==> src/rtl/wr_budget_pkg.sv <==
// Shared types and constants for the write-budget tracker.
// Holds the slot state enum, default widths and the helper
// that sizes each slot's outstanding-transaction counter.
package wr_budget_pkg;

    typedef enum logic [1:0] {
        SLOT_FREE    = 2'd0,
        SLOT_BUSY    = 2'd1,
        SLOT_EXPIRED = 2'd2
    } slot_state_e;

    localparam int unsigned DefNumSlots    = 4;
    localparam int unsigned DefIdWidth     = 4;
    localparam int unsigned DefBudgetWidth = 8;
    localparam int unsigned DefMaxTxnPerId = 4;
    localparam int unsigned StatWidth      = 16;

    // Counter must hold 0..max_txn inclusive.
    function automatic int unsigned txn_cnt_width(input int unsigned max_txn);
        return $clog2(max_txn + 1);
    endfunction

endpackage

==> src/rtl/wr_budget_slot.sv <==
// One tracker slot: state, tracked ID, outstanding count and budget countdown.
// Ports:
//   clk_i, rst_i      clock, async active-high reset
//   alloc_i           claim this FREE slot for id_i with budget_i
//   inc_i / dec_i     matching AW / matching B handshake this cycle
//   id_i, budget_i    allocation ID, allocation/reload budget
//   state_o           registered slot state
//   id_o, num_txn_o   registered tracked ID and outstanding count
//   expire_c_o        combinational: slot goes BUSY->EXPIRED at this edge
module wr_budget_slot
    import wr_budget_pkg::*;
#(
    parameter int unsigned IdWidth     = DefIdWidth,
    parameter int unsigned BudgetWidth = DefBudgetWidth,
    parameter int unsigned MaxTxnPerId = DefMaxTxnPerId,
    parameter bit          ReloadOnB   = 1'b1,
    localparam int unsigned CntWidth   = txn_cnt_width(MaxTxnPerId)
) (
    input  logic                   clk_i,
    input  logic                   rst_i,
    input  logic                   alloc_i,
    input  logic                   inc_i,
    input  logic                   dec_i,
    input  logic [IdWidth-1:0]     id_i,
    input  logic [BudgetWidth-1:0] budget_i,
    output slot_state_e            state_o,
    output logic [IdWidth-1:0]     id_o,
    output logic [CntWidth-1:0]    num_txn_o,
    output logic                   expire_c_o
);

    slot_state_e            state_q, state_d;
    logic [IdWidth-1:0]     id_q, id_d;
    logic [CntWidth-1:0]    cnt_q, cnt_d, cnt_nxt;
    logic [BudgetWidth-1:0] budget_q, budget_d;
    logic                   expire_c;

    // Next-state: allocation, count update, reload or countdown/expiry.
    always_comb begin
        state_d  = state_q;
        id_d     = id_q;
        cnt_d    = cnt_q;
        budget_d = budget_q;
        expire_c = 1'b0;
        // Same-cycle inc and dec cancel, so the slot is never freed and re-allocated.
        cnt_nxt  = cnt_q + CntWidth'(inc_i) - CntWidth'(dec_i);
        case (state_q)
            SLOT_FREE: begin
                if (alloc_i) begin
                    state_d  = SLOT_BUSY;
                    id_d     = id_i;
                    cnt_d    = CntWidth'(1);
                    budget_d = budget_i;
                end
            end
            SLOT_BUSY, SLOT_EXPIRED: begin
                cnt_d = cnt_nxt;
                if (cnt_nxt == '0) begin
                    state_d  = SLOT_FREE;
                    id_d     = '0;
                    budget_d = '0;
                end else if (dec_i && ReloadOnB) begin
                    state_d  = SLOT_BUSY;
                    budget_d = budget_i;
                end else if (state_q == SLOT_BUSY) begin
                    if (budget_q != '0) begin
                        budget_d = budget_q - BudgetWidth'(1);
                    end else if (!dec_i) begin
                        // A matching B this cycle defers expiry.
                        state_d  = SLOT_EXPIRED;
                        expire_c = 1'b1;
                    end
                end
            end
            default: state_d = SLOT_FREE;
        endcase
    end

    // State registers.
    always_ff @(posedge clk_i or posedge rst_i) begin
        if (rst_i) begin
            state_q  <= SLOT_FREE;
            id_q     <= '0;
            cnt_q    <= '0;
            budget_q <= '0;
        end else begin
            state_q  <= state_d;
            id_q     <= id_d;
            cnt_q    <= cnt_d;
            budget_q <= budget_d;
        end
    end

    assign state_o    = state_q;
    assign id_o       = id_q;
    assign num_txn_o  = cnt_q;
    assign expire_c_o = expire_c;

endmodule

==> src/rtl/wr_budget_tracker.sv <==
// Multi-slot AXI write-transaction watchdog. Observes AW/B handshakes,
// tracks outstanding writes per ID and flags budget timeouts and anomalies.
// Optional statistics counters are built when WR_BUDGET_STATS_EN is defined;
// otherwise stat_done_o/stat_tout_o are tied to zero.
// Ports:
//   clk_i, rst_i                 clock, async active-high reset
//   budget_i                     budget loaded on allocation / reload
//   aw_valid_i/aw_ready_i/aw_id_i observed AW handshake
//   b_valid_i/b_ready_i/b_id_i    observed B handshake
//   clr_i                        clears sticky flags (a coincident set wins)
//   accept_o                     combinational: an AW with aw_id_i would be tracked
//   slot_busy_o, timeout_o       per-slot non-FREE / EXPIRED levels
//   timeout_irq_o, overflow_o, unexpected_b_o  sticky flags
//   stat_done_o, stat_tout_o     completion / timeout event counters
module wr_budget_tracker
    import wr_budget_pkg::*;
#(
    parameter int unsigned NumSlots    = DefNumSlots,
    parameter int unsigned IdWidth     = DefIdWidth,
    parameter int unsigned BudgetWidth = DefBudgetWidth,
    parameter int unsigned MaxTxnPerId = DefMaxTxnPerId,
    parameter bit          ReloadOnB   = 1'b1
) (
    input  logic                   clk_i,
    input  logic                   rst_i,
    input  logic [BudgetWidth-1:0] budget_i,
    input  logic                   aw_valid_i,
    input  logic                   aw_ready_i,
    input  logic [IdWidth-1:0]     aw_id_i,
    input  logic                   b_valid_i,
    input  logic                   b_ready_i,
    input  logic [IdWidth-1:0]     b_id_i,
    input  logic                   clr_i,
    output logic                   accept_o,
    output logic [NumSlots-1:0]    slot_busy_o,
    output logic [NumSlots-1:0]    timeout_o,
    output logic                   timeout_irq_o,
    output logic                   overflow_o,
    output logic                   unexpected_b_o,
    output logic [StatWidth-1:0]   stat_done_o,
    output logic [StatWidth-1:0]   stat_tout_o
);

    localparam int unsigned CntWidth = txn_cnt_width(MaxTxnPerId);

    slot_state_e         slot_state [NumSlots];
    logic [IdWidth-1:0]  slot_id    [NumSlots];
    logic [CntWidth-1:0] num_txn    [NumSlots];

    logic [NumSlots-1:0] busy, expired, aw_match, b_match, first_free;
    logic [NumSlots-1:0] alloc, inc, dec, expire_c;
    logic                aw_hs, b_hs, aw_match_any, aw_match_full, free_found, accept_c;

    logic overflow_q, overflow_d;
    logic unexp_b_q, unexp_b_d;
    logic irq_q, irq_d;
    logic expire_seen_q;

    assign aw_hs = aw_valid_i & aw_ready_i;
    assign b_hs  = b_valid_i & b_ready_i;

    // ID compare against every allocated slot.
    always_comb begin
        busy     = '0;
        expired  = '0;
        aw_match = '0;
        b_match  = '0;
        for (int i = 0; i < NumSlots; i++) begin
            busy[i]     = (slot_state[i] != SLOT_FREE);
            expired[i]  = (slot_state[i] == SLOT_EXPIRED);
            aw_match[i] = busy[i] && (slot_id[i] == aw_id_i);
            b_match[i]  = busy[i] && (slot_id[i] == b_id_i);
        end
    end

    // Lowest-index free slot and whether the matching slot is already full.
    always_comb begin
        first_free    = '0;
        free_found    = 1'b0;
        aw_match_full = 1'b0;
        for (int i = 0; i < NumSlots; i++) begin
            if (!busy[i] && !free_found) begin
                first_free[i] = 1'b1;
                free_found    = 1'b1;
            end
            if (aw_match[i] && (num_txn[i] == CntWidth'(MaxTxnPerId))) begin
                aw_match_full = 1'b1;
            end
        end
    end

    assign aw_match_any = |aw_match;
    assign accept_c     = aw_match_any ? !aw_match_full : free_found;
    assign accept_o     = accept_c;

    // Allocation uses the pre-edge free set, so a slot freed this cycle is not reused.
    assign alloc = {NumSlots{aw_hs && !aw_match_any}} & first_free;
    assign inc   = {NumSlots{aw_hs && !aw_match_full}} & aw_match;
    assign dec   = {NumSlots{b_hs}} & b_match;

    for (genvar g = 0; g < NumSlots; g++) begin : g_slot
        wr_budget_slot #(
            .IdWidth     (IdWidth),
            .BudgetWidth (BudgetWidth),
            .MaxTxnPerId (MaxTxnPerId),
            .ReloadOnB   (ReloadOnB)
        ) u_slot (
            .clk_i      (clk_i),
            .rst_i      (rst_i),
            .alloc_i    (alloc[g]),
            .inc_i      (inc[g]),
            .dec_i      (dec[g]),
            .id_i       (aw_id_i),
            .budget_i   (budget_i),
            .state_o    (slot_state[g]),
            .id_o       (slot_id[g]),
            .num_txn_o  (num_txn[g]),
            .expire_c_o (expire_c[g])
        );
    end

    assign slot_busy_o = busy;
    assign timeout_o   = expired;

    // Sticky flags: clear first, then any event in the same cycle re-sets.
    always_comb begin
        overflow_d = overflow_q;
        unexp_b_d  = unexp_b_q;
        irq_d      = irq_q;
        if (clr_i) begin
            overflow_d = 1'b0;
            unexp_b_d  = 1'b0;
            irq_d      = 1'b0;
        end
        if (aw_hs && !accept_c)  overflow_d = 1'b1;
        if (b_hs && !(|b_match)) unexp_b_d  = 1'b1;
        // The irq follows the expiry edge by one cycle.
        if (expire_seen_q)       irq_d      = 1'b1;
    end

    always_ff @(posedge clk_i or posedge rst_i) begin
        if (rst_i) begin
            overflow_q    <= 1'b0;
            unexp_b_q     <= 1'b0;
            irq_q         <= 1'b0;
            expire_seen_q <= 1'b0;
        end else begin
            overflow_q    <= overflow_d;
            unexp_b_q     <= unexp_b_d;
            irq_q         <= irq_d;
            expire_seen_q <= |expire_c;
        end
    end

    assign overflow_o     = overflow_q;
    assign unexpected_b_o = unexp_b_q;
    assign timeout_irq_o  = irq_q;

`ifdef WR_BUDGET_STATS_EN
    localparam int unsigned SumWidth = StatWidth + 1;

    logic [StatWidth-1:0] stat_done_q, stat_done_d, stat_tout_q, stat_tout_d;
    logic [SumWidth-1:0]  done_sum, tout_sum;

    // Saturating event counters; several slots may expire on the same edge.
    always_comb begin
        done_sum    = {1'b0, stat_done_q} + SumWidth'(b_hs && (|b_match));
        tout_sum    = {1'b0, stat_tout_q} + SumWidth'($countones(expire_c));
        stat_done_d = done_sum[StatWidth] ? '1 : done_sum[StatWidth-1:0];
        stat_tout_d = tout_sum[StatWidth] ? '1 : tout_sum[StatWidth-1:0];
    end

    always_ff @(posedge clk_i or posedge rst_i) begin
        if (rst_i) begin
            stat_done_q <= '0;
            stat_tout_q <= '0;
        end else begin
            stat_done_q <= stat_done_d;
            stat_tout_q <= stat_tout_d;
        end
    end

    assign stat_done_o = stat_done_q;
    assign stat_tout_o = stat_tout_q;
`else
    assign stat_done_o = '0;
    assign stat_tout_o = '0;
`endif

endmodule

==> config.mk <==
export PLATFORM = sky130hd
export DESIGN_NAME = wr_budget_tracker
export DESIGN_NICKNAME = d
export VERILOG_FILES = /design/src/rtl/wr_budget_pkg.sv /design/src/rtl/wr_budget_slot.sv /design/src/rtl/wr_budget_tracker.sv
export SDC_FILE = /design/constraint.sdc
export NUM_CORES = 1
export LEC_CHECK = 0
export BUFFER_PORTS_ARGS = -buffer_cell sky130_fd_sc_hd__buf_2
export CAP_MARGIN = 20
export CORE_MARGIN = 3
export CORE_UTILIZATION = 54
export CTS_CLUSTER_DIAMETER = 120
export DETAILED_ROUTE_END_ITERATION = 7
export GPL_TIMING_DRIVEN = 0
export PLACE_DENSITY = 0.78
export RECOVER_POWER = 50
export REMOVE_ABC_BUFFERS = 1
export SYNTH_ARGS = -nofsm -noshare
export SYNTH_HDL_FRONTEND = slang
export SYNTH_HIERARCHICAL = 1
export SYNTH_SLANG_ARGS = --single-unit
==> constraint.sdc <==
create_clock -name clk_i -period 3.4 [get_ports clk_i]
set_clock_uncertainty 0.1 [all_clocks]
set_input_delay 0.68 -clock clk_i [delete_from_list [all_inputs] [get_ports clk_i]]
set_output_delay 0.68 -clock clk_i [all_outputs]
set_load 0.03 [all_outputs]
## Word-level counts from Yosys, hierarchy flattened

Cells that the tools add are included.
W data, S select, Z words.

- Flip-flop bits (word level): 72
- Input port bits: 23
- Output and inout bits: 44
- Logic and storage cells: 255

- Add/subtract/negate cells: 12
- Eq/ne operators: 40
- Muxes and demuxes: 104
- Bitwise gates (word level): 5
- Reductions and logical operators: 74

Operators by type and width:

| operator | number |
|---|---|
| $mux W8 | 20 |
| $pmux W8 S2 | 4 |
| $mux W2 | 20 |
| $mux W1 | 36 |
| $eq A4 B4 Y1 | 8 |
| $mux W4 | 8 |
| $ne A4 B2 Y1 const B | 8 |
| $pmux W4 S2 | 4 |
| $reduce_bool A8 Y1 | 4 |
| $sub A8 B1 Y8 const B | 4 |
| $pmux W3 S2 | 4 |
| $reduce_and A3 Y1 | 8 |
| $reduce_bool A2 Y1 | 11 |
| $logic_and A1 B1 Y1 | 19 |
| $ne A4 B3 Y1 const B | 4 |
| $pmux W2 S2 | 4 |
| $reduce_and A4 Y1 | 4 |
| $add A3 B1 Y3 | 4 |
| $and A4 B4 Y4 | 3 |
| $eq A3 B3 Y1 const B | 4 |
| $logic_not A3 Y1 | 4 |
| $mux W3 | 4 |
| $reduce_or A4 Y1 | 3 |
| $sub A3 B1 Y3 | 4 |
| 9 further kinds | 39 |

## Logic depth before layout (Yosys ltp)

- Depth after elaboration: 16
- Gate-level depth with buffers: 15

## By module

The synthesis kept the hierarchy.

By module, submodules not included:

| module | times used | cells each | area an instance (µm²) | sequential area each (µm²) |
|---|---|---|---|---|
| wr_budget_slot at g_slot[2].u_slot ... | 2 | 129 | 1,204.9 | 425.4 |
| wr_budget_slot at g_slot[0].u_slot ... | 2 | 126 | 1,157.4 | 425.4 |
| wr_budget_tracker | 1 | 138 | 1,087.3 | 100.1 |

## Least setup slack after synthesis

No wires, ideal clock.

- Kind: input to register
- Start point: input aw_id_i[3]
- End point: register expire_seen_q
- Data arrival time: 3,581 ps
- Data required time: 3,161 ps
- Path slack: -420 ps
- Stages on the path: 14
- Buffers on the path: 1
- Cells stage by stage: buf_6 > xnor2_2 > nand3_2 > nor3_2 > nand2_1 > and3_4 > and3_1 > ha_1 > fa_1 > nor3b_1 > mux2_4 > nor3_4 > and3_1 > or4_1

- Longest elaborated chain between the ends: 16

Ends and longest elaborated chain:

| item | line | source |
|---|---|---|
| from (decl) | wr_budget_tracker.sv:29 | `input logic [IdWidth-1:0] aw_id_i,` |
| $eq A4 B4 Y1 | wr_budget_tracker.sv:71 | `aw_match[i] = busy[i] && (slot_id[i] == aw_id_i);` |
| $logic_and A1 B1 Y1 | wr_budget_tracker.sv:71 |  |
| $logic_and A1 B1 Y1 | wr_budget_tracker.sv:86 | `if (aw_match[i] && (num_txn[i] == CntWidth'(MaxTxnPerId))) begin` |
| $mux W1 (4 in series) | wr_budget_tracker.sv:86 |  |
| $logic_not A1 Y1 | wr_budget_tracker.sv:98 | `assign inc = {NumSlots{aw_hs && !aw_match_full}} & aw_match;` |
| $logic_and A1 B1 Y1 | wr_budget_tracker.sv:98 |  |
| $and A4 B4 Y4 (*) | wr_budget_tracker.sv:98 |  |
| via inc[1] | wr_budget_tracker.sv:51 | `logic [NumSlots-1:0] alloc, inc, dec, expire_c;` |
| $add A3 B1 Y3 (*) | wr_budget_slot.sv:46 | `cnt_nxt = cnt_q + CntWidth'(inc_i) - CntWidth'(dec_i);` |
| $sub A3 B1 Y3 (*) | wr_budget_slot.sv:46 |  |
| $logic_not A3 Y1 (*) | wr_budget_slot.sv:58 | `if (cnt_nxt == '0) begin` |
| $mux W1 (*) | wr_budget_slot.sv:58 |  |
| $mux W1 (*) | wr_budget_slot.sv:47 | `case (state_q)` |
| via expire_c[1] | wr_budget_tracker.sv:51 |  |
| $reduce_or A4 Y1 (*) | wr_budget_tracker.sv:151 | `expire_seen_q <= \|expire_c;` |
| to (signal assigned) | wr_budget_tracker.sv:151 |  |
| to (decl) | wr_budget_tracker.sv:57 | `logic expire_seen_q;` |

Mark *: on every way through the listed nets, which the timed path passes. The rest lies on a longest branch.
A chain may end at the register's enable or synchronous reset.

## Final worst setup path

- Start point: register g_slot[0].u_slot.id_q[1]
- End point: register expire_seen_q

RTL lines:

| item | line | source |
|---|---|---|
| from (decl) | wr_budget_slot.sv:33 | `logic [IdWidth-1:0] id_q, id_d;` |
| from (signal assigned) | wr_budget_slot.sv:88 | `id_q <= id_d;` |
| $eq A4 B4 Y1 (*) | wr_budget_tracker.sv:72 | `b_match[i] = busy[i] && (slot_id[i] == b_id_i);` |
| $logic_and A1 B1 Y1 (*) | wr_budget_tracker.sv:72 |  |
| $and A4 B4 Y4 (*) | wr_budget_tracker.sv:99 | `assign dec = {NumSlots{b_hs}} & b_match;` |
| via dec[0] | wr_budget_tracker.sv:51 |  |
| $sub A3 B1 Y3 | wr_budget_slot.sv:46 |  |
| $logic_not A3 Y1 | wr_budget_slot.sv:58 |  |
| $mux W1 (*) | wr_budget_slot.sv:58 |  |
| $mux W1 (*) | wr_budget_slot.sv:47 |  |
| via expire_c[0] | wr_budget_tracker.sv:51 |  |
| $reduce_or A4 Y1 (*) | wr_budget_tracker.sv:151 |  |

Marks and branches as above.

==> results.yml <==
floorplanning:
  die_y_um: 110
  start_util: 0.558
  top_level_ports: 67
  dieArea_um2: 12000
  die_x_um: 110
  rows: 37
  fp.coreArea_um2: 10400
synthesis:
  ys_types: 68
  ys.flop_type: "dfrtp_1"
  syn_inst: 648
  synth_top_area_share: 0.310
  syn-cell-area_um2: 5810
  yosys_warnings: 6
  yosys-top-cells-area: "dfrtp_1 31%, ha_1 6.9%, inv_1 4.3%"
  ys_seq_area_frac: 0.310
  yosys.area.top_type: "dfrtp_1"
  synthMostInstantiatedCell: "dfrtp_1"
  yosys-top-cells-count: "72 x dfrtp_1, 66 x inv_1, 38 x o21ai_0"
  synth_seq_cells: 72
  synth_edf_count: 0
  avgSynthCellArea_um2: 8.97
  async_reset_ff_frac: 1.00
placement:
  port_buffers: 34
  place_ws_ns: -1.23
  place_hpwl_mm: 10.3
  dp_cells: 802
  gp_congestion: 0.937
  placed_area_um2: 5930
worst_setup_path:
  critical_path_arrival_ns: 3.78
  r2r_start: "g_slot[0].u_slot/id_o[1]"
  crit_path_start_kind: "flop"
  crit_fanout: 3
  cp.required_ns: 3.54
  critPathLaunch: "g_slot[0].u_slot/id_o[1]"
  cp-end-kind: "flop"
  regToRegSetupSlack_ns: -0.24
  critical_path_class: "flop to flop"
cts:
  clk_pin_slew_ns: 0.07
  cts_tree: "yes"
  clockBufferDepth: 2
  numCtsBuffers: 9
  h-tree-depth: 3
  root_buffer: "clkbuf_8"
  clock-sinks: 72
  insertion_delay_ns: 0.37
global_routing:
  antenna_found_initial: 0
  grt_max_degree: 18
  grt.total_usage: 0.272
  grt_pass1_vias: 5008
  grt_overflow: 0
  grt_first_pass_wirelength_mm: 25.3
final_layout:
  drive_gt1_frac: 0.303
  n_antenna_cell: 0
  final_cells: 873
  nets: 794
  nFillCells: 704
  multiInputGateArea_um2: 4070
  regArea_um2: 1810
  stdcell_area_um2: 7170
  final_core_util: 0.688
  areaGrowthSynthToFinish_pct: 23.3
power_and_ir_drop:
  p_sw_mw: 3.43
  p_sw_frac: 0.497
  p_total_mw: 6.91
  power.internal_mw: 3.47
  comb_power_share: 0.663
  p_clk_frac: 0.090
  ir_worst_vdd_mv: 0.444
  powerDensity_nw_per_um2: 963
  power.leakage_nw: 3.13
  seqPwrFrac: 0.247
routing:
  firstDrtPassIters: 5
  wl_mm: 17.3
  drtIter0Drc: 543
  wl_per_cell_um: 19.9
  vias: 5427
  avgViaCountPerCell: 6.22
  drc: 0
  ant_nets: 0
sta:
  finalCritPeriodShare: 1.07
  slew_viol_final: 0
  final-hold-violation-count: 0
  min_period_ns: 3.64
  max_slew_margin: 0.447
  worst_pin_slew_ns: 0.822
  fin_ws_ns: -0.237
  fmax_mhz: 275
  rsz0062_at_grt: "true"
  finalSetupViolCount: 29
min_path:
  hp-class: "primary input to asynchronous set/reset pin"
run_status:
  failed_checks: "setup timing"
  outcome: "finished with violations"
job:
  cap_violations: 0
-- layer usage --
| metal | track usage | routed length (µm) | vias to the layer above | part of all wire |
|---|---|---|---|---|
| met4 | 0.128 | 745 | 0 | 0.043 |
| met5 | 0 | 0 | - | 0 |
| met2 | 0.436 | 8280 | 287 | 0.48 |
| met3 | 0.0464 | 1220 | 68 | 0.071 |
| li1 | - | - | 2408 | - |
| met1 | 0.358 | 7090 | 2664 | 0.41 |
-- cell type report --
cell class / instances / share of cell area
clock buffer: 12 / 0.0216
clock inverter: 1 / 0.000698
inverter: 66 / 0.0346
multi-input combinational: 496 / 0.568
sequential: 72 / 0.252
tap: 136 / 0.0237
timing repair buffer: 90 / 0.0991
-- per-stage QoR --
stage	hold slack (ns)	setup TNS [ns]
after global placement	0.336	-40.59
after detailed placement	0.339	-45.73
after global routing	0.206	-6.11
after CTS	0.143	-0.0224
after floorplan	0.304	-10.31
final	0.198	-3.39
-- power groups by stage --
stage	registers [mW]	logic (mW)	clock network, mW
finish	1.70	4.58	0.623
global route	1.74	4.94	0.670
CTS	1.67	3.91	0.628
detailed placement	1.65	3.43	0
global placement	1.63	3.28	0
floorplan	1.57	2.74	0
-- critical path, cell delays in order (launching register included) --
cell	delay [ns]
dfrtp_1	0.43
xor2_1	0.19
nor3_1	0.26
nand3_1	0.17
buf_6	0.16
nor2_4	0.14
ha_4	0.22
inv_2	0.06
ha_4	0.12
fa_2	0.46
nor3b_2	0.25
mux2_4	0.23
nor3_4	0.05
and3_4	0.18
or4_1	0.49
-- final timing paths --
kind / endpoint / cells after the start
max: expire_seen_q / 14
min: unexpected_b_o / 2
max reg2reg: expire_seen_q / 14
min reg2reg: timeout_irq_o / 1
max in group asynchronous: g_slot[0].u_slot/state_o[0] / 2
min in group clk_i: timeout_irq_o / 1
-- state kept, by name, summed over array words and instances (netlist names) --
name	cells
overflow_o	1
g_slot.u_slot/state_o	8
timeout_irq_o	1
g_slot.u_slot/budget_q	32
g_slot.u_slot/num_txn_o	12
unexpected_b_o	1
expire_seen_q	1
g_slot.u_slot/id_o	16
-- timing repair --
action                                  CTS  global route
hold buffers                              0             0
pin swaps                                36            38
gates cloned                              2             0
endpoints found under the setup margin   55            52
setup buffers                            42            15
resized for setup                        63            69
-- logic make-up after synthesis --
family / Yosys count / synth area share
AO/OA/AOI/OAI: 181 / 0.219
XOR/XNOR: 38 / 0.0654
adder cells (fa/ha/maj): 36 / 0.0827
buffers and inverters: 113 / 0.100
flip-flops: 72 / 0.310
multiplexers: 8 / 0.0181
other: 1 / 0.000645
AND/OR/NAND/NOR: 199 / 0.204
-- placed cells by master (no fill, tap or decap), types with 19 or more instances in the layout --
cell type  Yosys  layout
o21ai_0       38      34
buf_6          4      19
a21oi_1       28      25
nand2_1       35      35
buf_2          4      26
dfrtp_1       72      69
o2bb2ai_1     23      21
nor3_1        27      23
inv_1         66      64
ha_1          32      27
conb_1         1      32
buf_4         32      41
(Power assumes the default switching activity.)
